### src/rtl/pipeline_hazard_ctrl.sv
// Hazard detection, operand forwarding, branch flush and halt drain for the 5-stage pipeline.
// Optional feature macro: HAZARD_FORWARD_EN (forwarding on, only load-use hazards stall).
module pipeline_hazard_ctrl #(
    parameter int CNT_W = 16
) (
    input  logic             clk,
    input  logic             reset,
    input  logic             halt,
    input  logic [3:0]       RaD,
    input  logic [3:0]       RbD,
    input  logic             UseRaD,
    input  logic             UseRbD,
    input  logic [3:0]       RdE,
    input  logic             RegWriteE,
    input  logic [1:0]       MemToRegE,
    input  logic [3:0]       RdM,
    input  logic             RegWriteM,
    input  logic [1:0]       MemToRegM,
    input  logic [3:0]       RdW,
    input  logic             RegWriteW,
    input  logic             PCSrcW,
    output logic             PCEn,
    output logic             FDEn,
    output logic             FDClr,
    output logic             DEClr,
    output logic             EMClr,
    output logic             MWClr,
    output logic [1:0]       ForwardAE,
    output logic [1:0]       ForwardBE,
    output logic             Halted,
    output logic [CNT_W-1:0] StallCount
);
    typedef enum logic [1:0] {RUN, DRAIN, HALTED} state_t;

    state_t           r_state;
    state_t           w_state_nxt;
    logic [1:0]       r_drain_cnt;
    logic [1:0]       w_drain_cnt_nxt;
    logic [CNT_W-1:0] r_stall_cnt;
    logic             w_stall;
    logic             w_stall_applied;
    logic [1:0]       w_fwd_a;
    logic [1:0]       w_fwd_b;

    // R15 is the PC and never participates in a dependency.
    function automatic logic src_match(input logic use_s, input logic [3:0] rs,
                                       input logic [3:0] rd, input logic we);
        return use_s && we && (rs == rd) && (rd != 4'd15);
    endfunction

    function automatic logic [CNT_W-1:0] sat_inc(input logic [CNT_W-1:0] v);
        return (&v) ? v : v + {{(CNT_W-1){1'b0}}, 1'b1};
    endfunction

`ifdef HAZARD_FORWARD_EN
    logic [3:0] r_ra_p1;
    logic [3:0] r_rb_p1;
    logic       r_use_ra_p1;
    logic       r_use_rb_p1;

    // Decode -> Execute: source tags follow the instruction; a cleared slot carries no reads.
    always_ff @(posedge clk) begin
        r_ra_p1 <= RaD;
        r_rb_p1 <= RbD;
        if (reset) begin
            r_use_ra_p1 <= 1'b0;
            r_use_rb_p1 <= 1'b0;
        end else begin
            r_use_ra_p1 <= UseRaD & ~DEClr;
            r_use_rb_p1 <= UseRbD & ~DEClr;
        end
    end

    // A load still in Memory has no data to forward yet; Memory shadows WriteBack regardless.
    function automatic logic [1:0] fwd_sel(input logic use_s, input logic [3:0] rs);
        if (src_match(use_s, rs, RdM, RegWriteM))
            return (MemToRegM == 2'b00) ? 2'b10 : 2'b00;
        else if (src_match(use_s, rs, RdW, RegWriteW))
            return 2'b01;
        return 2'b00;
    endfunction

    assign w_stall = (src_match(UseRaD, RaD, RdE, RegWriteE) ||
                      src_match(UseRbD, RbD, RdE, RegWriteE)) && (MemToRegE != 2'b00);
    assign w_fwd_a = fwd_sel(r_use_ra_p1, r_ra_p1);
    assign w_fwd_b = fwd_sel(r_use_rb_p1, r_rb_p1);
`else
    logic w_unused;

    assign w_stall = src_match(UseRaD, RaD, RdE, RegWriteE) || src_match(UseRbD, RbD, RdE, RegWriteE) ||
                     src_match(UseRaD, RaD, RdM, RegWriteM) || src_match(UseRbD, RbD, RdM, RegWriteM) ||
                     src_match(UseRaD, RaD, RdW, RegWriteW) || src_match(UseRbD, RbD, RdW, RegWriteW);
    assign w_fwd_a  = 2'b00;
    assign w_fwd_b  = 2'b00;
    assign w_unused = ^{MemToRegE, MemToRegM};
`endif

    always_ff @(posedge clk) begin
        if (reset) begin
            r_state     <= RUN;
            r_drain_cnt <= 2'd0;
            r_stall_cnt <= '0;
        end else begin
            r_state     <= w_state_nxt;
            r_drain_cnt <= w_drain_cnt_nxt;
            if (w_stall_applied)
                r_stall_cnt <= sat_inc(r_stall_cnt);
        end
    end

    always_comb begin
        w_state_nxt     = r_state;
        w_drain_cnt_nxt = r_drain_cnt;
        case (r_state)
            RUN: begin
                if (halt) begin
                    w_state_nxt     = DRAIN;
                    w_drain_cnt_nxt = 2'd0;
                end
            end
            DRAIN: begin
                if (!halt) begin
                    w_state_nxt     = RUN;
                    w_drain_cnt_nxt = 2'd0;
                end else if (PCSrcW) begin
                    w_drain_cnt_nxt = 2'd0;
                end else if (r_drain_cnt == 2'd3) begin
                    w_state_nxt     = HALTED;
                    w_drain_cnt_nxt = 2'd0;
                end else begin
                    w_drain_cnt_nxt = r_drain_cnt + 2'd1;
                end
            end
            HALTED: begin
                if (!halt)
                    w_state_nxt = RUN;
            end
            default: w_state_nxt = RUN;
        endcase
    end

    always_comb begin
        PCEn            = 1'b1;
        FDEn            = 1'b1;
        FDClr           = 1'b0;
        DEClr           = 1'b0;
        EMClr           = 1'b0;
        MWClr           = 1'b0;
        ForwardAE       = w_fwd_a;
        ForwardBE       = w_fwd_b;
        Halted          = 1'b0;
        w_stall_applied = 1'b0;
        if (reset) begin
            PCEn      = 1'b0;
            FDEn      = 1'b0;
            {FDClr, DEClr, EMClr, MWClr} = 4'b1111;
            ForwardAE = 2'b00;
            ForwardBE = 2'b00;
        end else if (PCSrcW) begin
            {FDClr, DEClr, EMClr, MWClr} = 4'b1111;
        end else if (r_state == DRAIN) begin
            PCEn  = 1'b0;
            FDClr = 1'b1;
        end else if (r_state == HALTED) begin
            PCEn   = 1'b0;
            FDEn   = 1'b0;
            {FDClr, DEClr, EMClr, MWClr} = 4'b1111;
            Halted = 1'b1;
        end else if (w_stall) begin
            PCEn            = 1'b0;
            FDEn            = 1'b0;
            DEClr           = 1'b1;
            w_stall_applied = 1'b1;
        end
    end

    assign StallCount = r_stall_cnt;
endmodule
### config.mk
export PLATFORM = sky130hd
export DESIGN_NAME = pipeline_hazard_ctrl
export DESIGN_NICKNAME = d
export VERILOG_FILES = /design/src/rtl/pipeline_hazard_ctrl.sv
export SDC_FILE = /design/constraint.sdc
export NUM_CORES = 1
export LEC_CHECK = 0
export ABC_CLOCK_PERIOD_IN_PS = 2000
export CORE_MARGIN = 4
export CORE_UTILIZATION = 39
export DETAILED_ROUTE_END_ITERATION = 8
export GPL_TIMING_DRIVEN = 0
export PLACE_DENSITY = 0.74
export SYNTH_ARGS = -nofsm -noshare
export SYNTH_HDL_FRONTEND = slang
export SYNTH_SLANG_ARGS = --single-unit
### constraint.sdc
create_clock -name clk -period 2 [get_ports clk]
set_input_delay 0.2 -clock clk [delete_from_list [all_inputs] [get_ports clk]]
set_output_delay 0.2 -clock clk [all_outputs]
set_load 0.005 [all_outputs]
# Yosys cells after proc, flatten, opt, wreduce, memory -nomap -nowiden
# Index checks and enable logic that the tools add are counted.
# classes
mux	37
eq_ne	16
reduce_logical	29
n_bitwise	1
add_sub_neg	2
# ops
cell	count
$mux 1	26
$eq 4x4->1	6
$logic_and 1x1->1	18
$mux 2	9
$add 16x1->16 const B	1
$reduce_and 16->1	1
$ne 4x4->1 const B	3
$ne 3x3->1 const B	2
$pmux 2 s3	1
$logic_or 1x1->1	5
$eq 2x2->1 const B	2
$ne 2x2->1 const B	2
$pmux 2 s2	1
$reduce_and 2->1	2
$reduce_and 4->1	1
$add 2x1->2 const B	1
$eq 2x1->1 const B	1
$logic_not 2->1	1
$reduce_bool 2->1	1
$not 1->1	1
# totals
input_bits	33
out_inout_bits	27
regBits	20
wordCells	88

# Longest topological paths before layout
# Gate-level depths: netlist of run 1.
# logic_depth
depth_word	14
depth_mapped	9
mapped_depth_nobuf	7

# Worst setup path after synthesis of run 1
# OpenSTA, ideal clock, no wires.
# synth_timing
path_kind	register to register
startpoint	register r_state[1]
endpoint	register r_stall_cnt[11], in the netlist StallCount[11]
period_less_slack_ns	2.081
slack_ns	-0.081
stages_incl_launch_ff	9
setup_time_ns	0.070
required_time_ns	1.930
path_buffers	2
arrival_time_ns	2.011
path_cell_list	dfxtp_1 -> inv_1 -> ha_1 -> clkbuf_1 -> nor4_1 -> nand2_1 -> buf_2 -> or4_1 -> a21oi_1
# synth_via
elab_chain_cells	6
elab_cells_between_ends	7
classes_between	eq/ne: 2; mux: 4; reduce/logical: 1
# synth_lines
item	line	rtl
start: declaration	35	state_t r_state;
start signal: assignment	104	r_state <= w_state_nxt;
$eq 2x2->1	164	end else if (r_state == HALTED) begin
$mux 1	164	
$mux 1 (*)	161	end else if (r_state == DRAIN) begin
$mux 1 (*)	159	end else if (PCSrcW) begin
$mux 1 (*)	153	if (reset) begin
$reduce_and 2->1 (no source line) (*)	-	
end signal: assignment	107	r_stall_cnt <= sat_inc(r_stall_cnt);
end: declaration	39	logic [CNT_W-1:0] r_stall_cnt;
# Every way passes the cells marked *; elsewhere a longest branch is shown, timed or not.
# A chain may end at the register's enable or synchronous reset.

# Final worst setup path of run 1
# layout_timing
startpoint	input RaD[1]
endpoint	output FDEn
# layout_via
elab_chain_cells	13
elab_cells_between_ends	19
classes_between	eq/ne: 3; mux: 5; reduce/logical: 11
# layout_lines
item	line	rtl
start: declaration	9	input logic [3:0] RaD,
$eq 4x4->1	48	return use_s && we && (rs == rd) && (rd != 4'd15);
$logic_and 1x1->1 (2 in series)	48	
$logic_or 1x1->1 (2 in series)	90	assign w_stall = src_match(UseRaD, RaD, RdE, RegWriteE) || src_match(UseRbD, RbD, RdE, RegWriteE) ||
$logic_or 1x1->1	91	src_match(UseRaD, RaD, RdM, RegWriteM) || src_match(UseRbD, RbD, RdM, RegWriteM) ||
$logic_or 1x1->1 (*)	91	
$logic_or 1x1->1 (*)	92	src_match(UseRaD, RaD, RdW, RegWriteW) || src_match(UseRbD, RbD, RdW, RegWriteW);
$mux 1 (*)	169	end else if (w_stall) begin
$mux 1 (*)	164	
$mux 1 (*)	161	
$mux 1 (*)	159	
$mux 1 (*)	153	
end: declaration	23	output logic FDEn,
# Marks and branches as above.

==> impl_results.md, run 1 <==
- Status: complete, no violations
- Routed Antenna Nets: 0
- Max Clock Skew: 0.00493 ns
- Skew-Pair Late Insertion Delay: 0.26 ns
- Die Y: 69.9 um
- Switching power of the nets: 0.309 mW
- Fin worst setup slack: 0.0569 ns
- Gate power share: 33.1%
- Min-Delay Path Class: in2reg
- # clock sinks: 20
- CP peak stage delay: 0.29 ns
- Crit path kind: in2out
- Number of diodes: 0
- Setup crit end kind: output port
- Num ports: 60
- Crit path buf inv count: 3
- Fin crit share: 97.2%
- Number of global-route vias before repair: 1567
- Post-Synthesis Cell Area: 0.00150 mm^2
- Final Hold Vio Count: 0
- Core Util, Final: 62.0%
- H-tree depth: 1
- Crit path max fanout: 3
- Crit-path most repeated cell: buf_2
- Filler instances: 328
- Syn. warnings: 0
- Worst-margin pin slew: 0.532 ns
- Remaining Overflow, GRT: 0
- PwrDens: 444 mW/mm^2
- DR WL/cell: 15.1 um
- Clock power share: 26.2%
- Critical Path, Cell by Cell: buf_2, xor2_1, nor4_2, o211ai_1, o211a_1, buf_6, nor2b_4, o31a_1, buf_2
- Share of post-route cells with drive strength above 1: 31.9%
- Largest net degree at the start of global routing: 11
- PortBufs: 50
- Die area: 0.00489 mm^2
- Mapped Avg Cell Area: 7.87 um^2
- Fin nets: 298
- Syn Inst Count: 190
- Unrepaired setup endpoints after global routing: true
- Post-synth EDFFs: 0
- CP arrival: 1.74 ns
- Cell Rows: 22
- Setup WS pre-CTS: -0.924 ns
- Post-synth cell types: 38
- Internal power: 0.706 mW
- Clock transition at the registers of the reported paths: 0.07 ns
- Slew headroom: 64.5%
- Maximum vdd drop: 387 uV
- Core Footprint: 0.00369 mm^2
- Type of origin of the critical path: primary input
- Final setup viols: 0
- Async SR Flop Fraction: 0%
- Sequential power share: 40.7%
- Worst path slowest cell: nor4_2
- Slew Viols, Final: 0
- Switch share: 30.4%
- Total Routed Length: 4610 um
- First-pass GRT wire length: 7310 um
- DRC errors left: 0
- Crit path required time: 1.80 ns
- DRT iter0 DRCs: 120
- GRT Overall Usage: 17.5%
- Estimated wirelength of the detail-placed design: 3180 um
- Sequential share of the synthesized area: 26.8%
- Fmax: 515 MHz
- Max_cap viols: 0
- Vias per cell: 5.46
- Main flop type after synthesis: dfxtp_1
- Leak: 0.829 nW
- Root Driver: clkbuf_8
- Register bit total from synthesis: 20
- Non-filler instance count after layout: 305
- Hold slack: 0.486 ns
- Starting Density: 40.5%
- Total negative slack: 0 ns
- Initial antenna violation count: 0
- Cts bufs inserted: 3
- Drt pass-1 iters: 4
- Area added between synthesis and finish: 52.9%
- CTS tree: yes
- Minimum clock period: 1.94 ns
- Clock Path Buffers: 2
- Die W: 69.9 um
- Via Count: 1666
- Post-Place Cells: 291
- CP top delay family: compound AO/OA/AOI/OAI gates
- Gp weighted congestion: 0.837
-- area by class of cell --
cell class / instances / area [um^2] / share of cell area, %
multi-input combinational: 153 / 1140 / 49.9
timing repair buffer: 64 / 520 / 22.8
sequential: 20 / 409 / 17.9
buffer: 11 / 92.6 / 4.05
tap: 48 / 60.1 / 2.63
clock buffer: 3 / 41.3 / 1.81
inverter: 6 / 22.5 / 0.985
-- power by group through the flow --
| stage | registers [mW] | logic, mW | clock network (mW) |
|---|---|---|---|
| 2_1_floorplan | 0.419 | 0.151 | 0 |
| 3_5_place_dp | 0.420 | 0.280 | 0 |
| 6_report | 0.414 | 0.336 | 0.266 |
| 3_3_place_gp | 0.420 | 0.278 | 0 |
| 5_1_grt | 0.415 | 0.367 | 0.281 |
| 4_1_cts | 0.410 | 0.299 | 0.269 |
-- final timing paths --
path              cells past startpoint                        from  slack (ns)                           to
setup / recovery                      9                      RaD[1]        0.06                         FDEn
hold reg to reg                       2  StallCount[4]$_SDFFE_PP0P_        0.50   StallCount[4]$_SDFFE_PP0P_
hold / removal                        4                      PCSrcW        0.49  r_drain_cnt[1]$_SDFFE_PP0P_
setup reg to reg                      8  StallCount[9]$_SDFFE_PP0P_        0.08  StallCount[15]$_SDFFE_PP0P_
-- worst min-delay path, cell delays in order --
cell      delay (ns)
clkbuf_1        0.20
nor2_1          0.16
a22oi_1         0.07
nor2_1          0.07
-- stage by stage --
step | power [mW] | instance area (um^2)
2_1_floorplan | 0.569 | 1510
3_3_place_gp | 0.698 | 2070
3_5_place_dp | 0.700 | 2070
4_1_cts | 0.978 | 2170
5_1_grt | 1.06 | 2290
6_report | 1.02 | 2290
-- state kept, by name (all words and copies together), names as in the netlist --
register,cells
StallCount,16
r_drain_cnt,2
r_state,2
-- cell usage after synthesis (2+ instances only) --
| cell type | count | area share, % |
|---|---|---|
| o211ai_1 | 3 | 1.5 |
| nor3_1 | 3 | 1.0 |
| or4_1 | 9 | 4.5 |
| dfxtp_1 | 20 | 27 |
| xor2_1 | 12 | 7.0 |
| inv_1 | 6 | 1.5 |
| o31ai_1 | 12 | 6.0 |
| o21ai_0 | 4 | 1.3 |
| a21oi_1 | 15 | 5.0 |
| nand4_1 | 5 | 2.1 |
| nand3_1 | 15 | 5.0 |
| nor2_1 | 10 | 2.5 |
| buf_4 | 5 | 2.5 |
| o31a_1 | 2 | 1.2 |
| buf_2 | 2 | 0.67 |
| clkbuf_1 | 6 | 1.5 |
| and3_1 | 2 | 0.84 |
| or3_1 | 3 | 1.3 |
| nor2b_1 | 5 | 2.1 |
| nor4_1 | 5 | 2.1 |
| ha_1 | 6 | 5.0 |
| xnor2_1 | 12 | 7.0 |
| nand2_1 | 13 | 3.3 |
-- per-layer routing --
layer / wire length [um] / GRT usage, % / part of all wire [%] / vias to the layer above
li1: - / - / - / 822
met1: 2020 / 22.5 / 44 / 780
met2: 2230 / 29.2 / 48 / 57
met3: 323 / 4.89 / 7.0 / 7
met4: 27 / 3.83 / 0.59 / 0
met5: 0 / 0 / 0 / -
-- timing repair --
action	CTS	global route
hold endpoints to repair	0	0
hold buffers	0	0
gates resized for setup	104	46
buffers inserted	7	7
pin swaps	17	22
endpoints found under the setup margin	22	15
-- cells by family (layout without fill, tap and decap cells) --
kind of cell             count (synthesis)  count (layout)  synth area share, %
flip-flops                              20              20                 26.8
XOR/XNOR                                24              24                 14.1
buffers and inverters                   20              84                 6.95
multiplexers                             1               1                0.753
AO/OA/AOI/OAI                           45              45                 19.9
other                                    1               4                0.251
adder cells (fa/ha/maj)                  6               6                 5.02
AND/OR/NAND/NOR                         73              73                 26.3
-- cell usage in the layout, fill, tap and decap left out, types with 4 or more instances in the layout --
master / instances
a21oi_1: 12
buf_2: 13
buf_4: 21
buf_6: 4
clkbuf_2: 5
clkbuf_8: 4
clkdlybuf4s50_1: 23
conb_1: 4
dfxtp_1: 13
dfxtp_2: 7
inv_1: 5
nand2_1: 12
nand3_1: 14
nand4_1: 5
nor2_1: 9
nor2b_1: 4
o31ai_1: 10
or4_1: 9
xnor2_1: 11
xor2_1: 10
(Power assumes the default switching activity.)
==> run 2, diff against run 1 <==
==> config.mk (replaced) <==
export PLATFORM = sky130hd
export DESIGN_NAME = pipeline_hazard_ctrl
export DESIGN_NICKNAME = d
export VERILOG_FILES = /design/src/rtl/pipeline_hazard_ctrl.sv
export SDC_FILE = /design/constraint.sdc
export NUM_CORES = 1
export LEC_CHECK = 0
export ABC_CLOCK_PERIOD_IN_PS = 2400
export CORE_MARGIN = 4
export CORE_UTILIZATION = 40
export DETAILED_ROUTE_END_ITERATION = 8
export GPL_TIMING_DRIVEN = 0
export PLACE_DENSITY = 0.73
export SYNTH_ARGS = -nofsm -noshare
export SYNTH_HDL_FRONTEND = slang
export SYNTH_SLANG_ARGS = --single-unit
==> constraint.sdc (replaced) <==
create_clock -name clk -period 2.4 [get_ports clk]
set_input_delay 0.24 -clock clk [delete_from_list [all_inputs] [get_ports clk]]
set_output_delay 0.24 -clock clk [all_outputs]
set_load 0.005 [all_outputs]
==> run 2 against run 1 <==
Global-route usage is 0.95 points higher. Cell count fell by 2.6%. First-iteration DRC count is 37% lower. Clock-buffer cell count unchanged. Sequential share of layout area rose by 0.37 points. Final area down 4.1%. Wire length decreased by 6.4%. Sequential cell count stayed put. Sequential power decreased by 17%. Utilization rose by 1.2 points. Power down 8.4%. Highest routed layer unchanged.
==> impl_results.md, run 2 (synthesized netlist as in run 1, its figures left out) <==
- Fmax: 431 MHz
- Root Driver: clkbuf_8 (unchanged)
- Unrepaired setup endpoints after global routing: false (was true)
- Type of origin of the critical path: primary input (unchanged)
- Most frequent cells in the layout: clkdlybuf4s50_1, dfxtp_1, dlygate4sd2_1 (was clkdlybuf4s50_1, buf_4, nand3_1)
- Drt pass-1 iters: 4 (unchanged)
- CTS tree: yes (unchanged)
- Crit path kind: in2out (unchanged)
- PortBufs: 50 (unchanged)
- Cts bufs inserted: 3 (unchanged)
- Remaining Overflow, GRT: 0 (unchanged)
- # clock sinks: 20 (unchanged)
- Crit path from: RaD[0] (was RaD[1])
- PwrDens: 424 mW/mm^2 (was 444 mW/mm^2)
- Share of post-route cells with drive strength above 1: 12.7% (was 31.9%)
- Max_cap viols: 0 (unchanged)
- Die Y: 69.1 um (was 69.9 um)
- First-pass GRT wire length: 7380 um (was 7310 um)
- Switch share: 27.3% (was 30.4%)
- Maximum vdd drop: 333 uV (was 387 uV)
- Worst path slowest cell: o211a_1 (was nor4_2)
- Internal power: 0.676 mW (was 0.706 mW)
- Total negative slack: 0 ns (unchanged)
- Slew Viols, Final: 0 (unchanged)
- Vias per cell: 5.45 (was 5.46)
- GRT Overall Usage: 18.5% (was 17.5%)
- Critical Path, Cell by Cell: dlygate4sd2_1, xor2_1, nor3_2, a31oi_1, o211a_1, clkbuf_8, nor2b_1, o31a_1, dlygate4sd2_1 (was buf_2, xor2_1, nor4_2, o211ai_1, o211a_1, buf_6, nor2b_4, o31a_1, buf_2)
- Final setup viols: 0 (unchanged)
- Leak: 0.779 nW (was 0.829 nW)
- Initial antenna violation count: 0 (unchanged)
- Min-Delay Path Class: reg2reg (was in2reg)
- Crit path required time: 2.16 ns (was 1.80 ns)
- Setup crit end kind: output port (unchanged)
- Minimum clock period: 2.32 ns
- Number of global-route vias before repair: 1522 (was 1567)
- Hold Path Origin: StallCount[4]$_SDFFE_PP0P_ (was PCSrcW)
- Clock Path Buffers: 2 (unchanged)
- Cell Area, Placed: 0.00206 mm^2 (was 0.00207 mm^2)
- Filler instances: 343 (was 328)
- Skew-Pair Late Insertion Delay: 0.27 ns (was 0.26 ns)
- Number of diodes: 0 (unchanged)
- DRT iter0 DRCs: 76 (was 120)
- CP arrival: 2.08 ns (was 1.74 ns)
- Final Hold Vio Count: 0 (unchanged)
- CP peak stage delay: 0.29 ns (about the same)
- Area added between synthesis and finish: 46.6% (was 52.9%)
- Max reg flops: 16 (unchanged)
- DR WL/cell: 14.5 um (was 15.1 um)
- Largest net degree at the start of global routing: 13 (was 11)
- Gp weighted congestion: 0.833 (was 0.837)
- Crit-path most repeated cell: dlygate4sd2_1 (was buf_2)
- Total Routed Length: 4310 um (was 4610 um)
- Starting Density: 43.1% (was 40.5%)
- Clock power share: 36.8% (was 26.2%)
- R2r startpoint: r_state[1]$_SDFFE_PP0P_ (was StallCount[9]$_SDFFE_PP0P_)
- Status: complete, no violations (unchanged)
- Clock transition at the registers of the reported paths: 0.07 ns (about the same)
- Fin nets: 291 (was 298)
- Cell Rows: 21 (was 22)
- Via Count: 1619 (was 1666)
- Gate power share: 26.4% (was 33.1%)
- Crit path max fanout: 3 (unchanged)
- Sequential power share: 36.8% (was 40.7%)
- H-tree depth: 1 (unchanged)
- Die W: 69.1 um (was 69.9 um)
- Switching power of the nets: 0.254 mW (was 0.309 mW)
- Max Clock Skew: 0.00676 ns (was 0.00493 ns)
- Estimated wirelength of the detail-placed design: 3260 um (was 3180 um)
- Core Footprint: 0.00347 mm^2 (was 0.00369 mm^2)
- Most common cell after layout, fill and taps aside: clkdlybuf4s50_1 (unchanged)
- DRC errors left: 0 (unchanged)
- Fin area: 0.00219 mm^2 (was 0.00229 mm^2)
- Num ports: 60 (unchanged)
- Routed Antenna Nets: 0 (unchanged)
- Die area: 0.00478 mm^2 (was 0.00489 mm^2)
- Fin crit share: 96.6%
-- run 2: changes by cell type in the layout (fill, tap and decap cells not counted), moves of 3 or more --
cell / delta
buf_2: -11
buf_4: -12
buf_6: -3
dlygate4sd2_1: +13
dfxtp_1: +7
ha_1: +3
clkdlybuf4s15_1: +5
dfxtp_2: -7
-- run 2: layout make-up --
cell class	count	area, um^2	area share, %
clock buffer	3	41.3	1.88
buffer	14	103	4.68
tap	46	57.6	2.63
clock inverter	1	30.0	1.37
multi-input combinational	153	1040	47.5
inverter	6	22.5	1.03
timing repair buffer	54	497	22.7
sequential	20	400	18.3
-- run 2: timing repair --
item	in CTS	in global routing
hold buffers	0	0
setup endpoints to repair	12	11
gates cloned	0	0
hold endpoints to repair	0	0
setup buffers	3	1
pin swaps	6	6
gates resized for setup	35	18
-- run 2: power by group through the flow --
stage | Combinational (mW) | Sequential [mW] | Clock, mW
finish | 0.246 | 0.342 | 0.342
global route | 0.272 | 0.343 | 0.365
CTS | 0.233 | 0.342 | 0.351
detailed placement | 0.232 | 0.350 | 0
global placement | 0.230 | 0.350 | 0
floorplan | 0.124 | 0.349 | 0
-- run 2: critical path, delay by kind of cell --
| kind | cells | cell delay [ns] |
|---|---|---|
| and+or+nand+nor | 2 | 0.31 |
| AOI/OAI and AO/OA | 3 | 0.64 |
| buffers and inverters | 3 | 0.70 |
| xor gates and xnor gates | 1 | 0.19 |
-- run 2: metal layers --
layer / up-vias / GRT usage, % / wire [um]
li1: 815 / - / -
met1: 749 / 24.1 / 1950
met2: 51 / 29.8 / 2040
met3: 4 / 5.81 / 279
met4: 0 / 3.90 / 38
met5: - / 0 / 0
-- run 2: worst paths after layout --
kind              slack [ns]                           to  depth (start not counted)
setup reg to reg        0.23  StallCount[13]$_SDFFE_PP0P_                          8
hold reg to reg         0.50   StallCount[4]$_SDFFE_PP0P_                          2
hold / removal          0.50   StallCount[4]$_SDFFE_PP0P_                          2
setup / recovery        0.08                         FDEn                          9
-- run 2: per-stage QoR --
| stage | worst slack [ns] | power, mW | util, % | hold slack [ns] | cells |
|---|---|---|---|---|---|
| 2_1_floorplan | 0.319 | 0.473 | - | 0.388 | 193 |
| 3_3_place_gp | -0.675 | 0.580 | 59.5 | 0.484 | 289 |
| 3_5_place_dp | -0.647 | 0.582 | 59.5 | 0.491 | 289 |
| 4_1_cts | 0.0283 | 0.926 | 62.3 | 0.501 | 296 |
| 5_1_grt | 0.000933 | 0.980 | 63.2 | 0.523 | 297 |
| 6_report | 0.0816 | 0.930 | 63.2 | 0.499 | 297 |
==> run 3, diff against run 2 <==
--- a/config.mk
+++ b/config.mk
@@ -9,6 +9,7 @@
 export CORE_MARGIN = 4
 export CORE_UTILIZATION = 40
 export DETAILED_ROUTE_END_ITERATION = 8
+export GPL_ROUTABILITY_DRIVEN = 1
 export GPL_TIMING_DRIVEN = 0
 export PLACE_DENSITY = 0.73
 export SYNTH_ARGS = -nofsm -noshare
==> results of run 3 <==
Same layout as run 2: the final DEF is identical, and so are final timing and power.
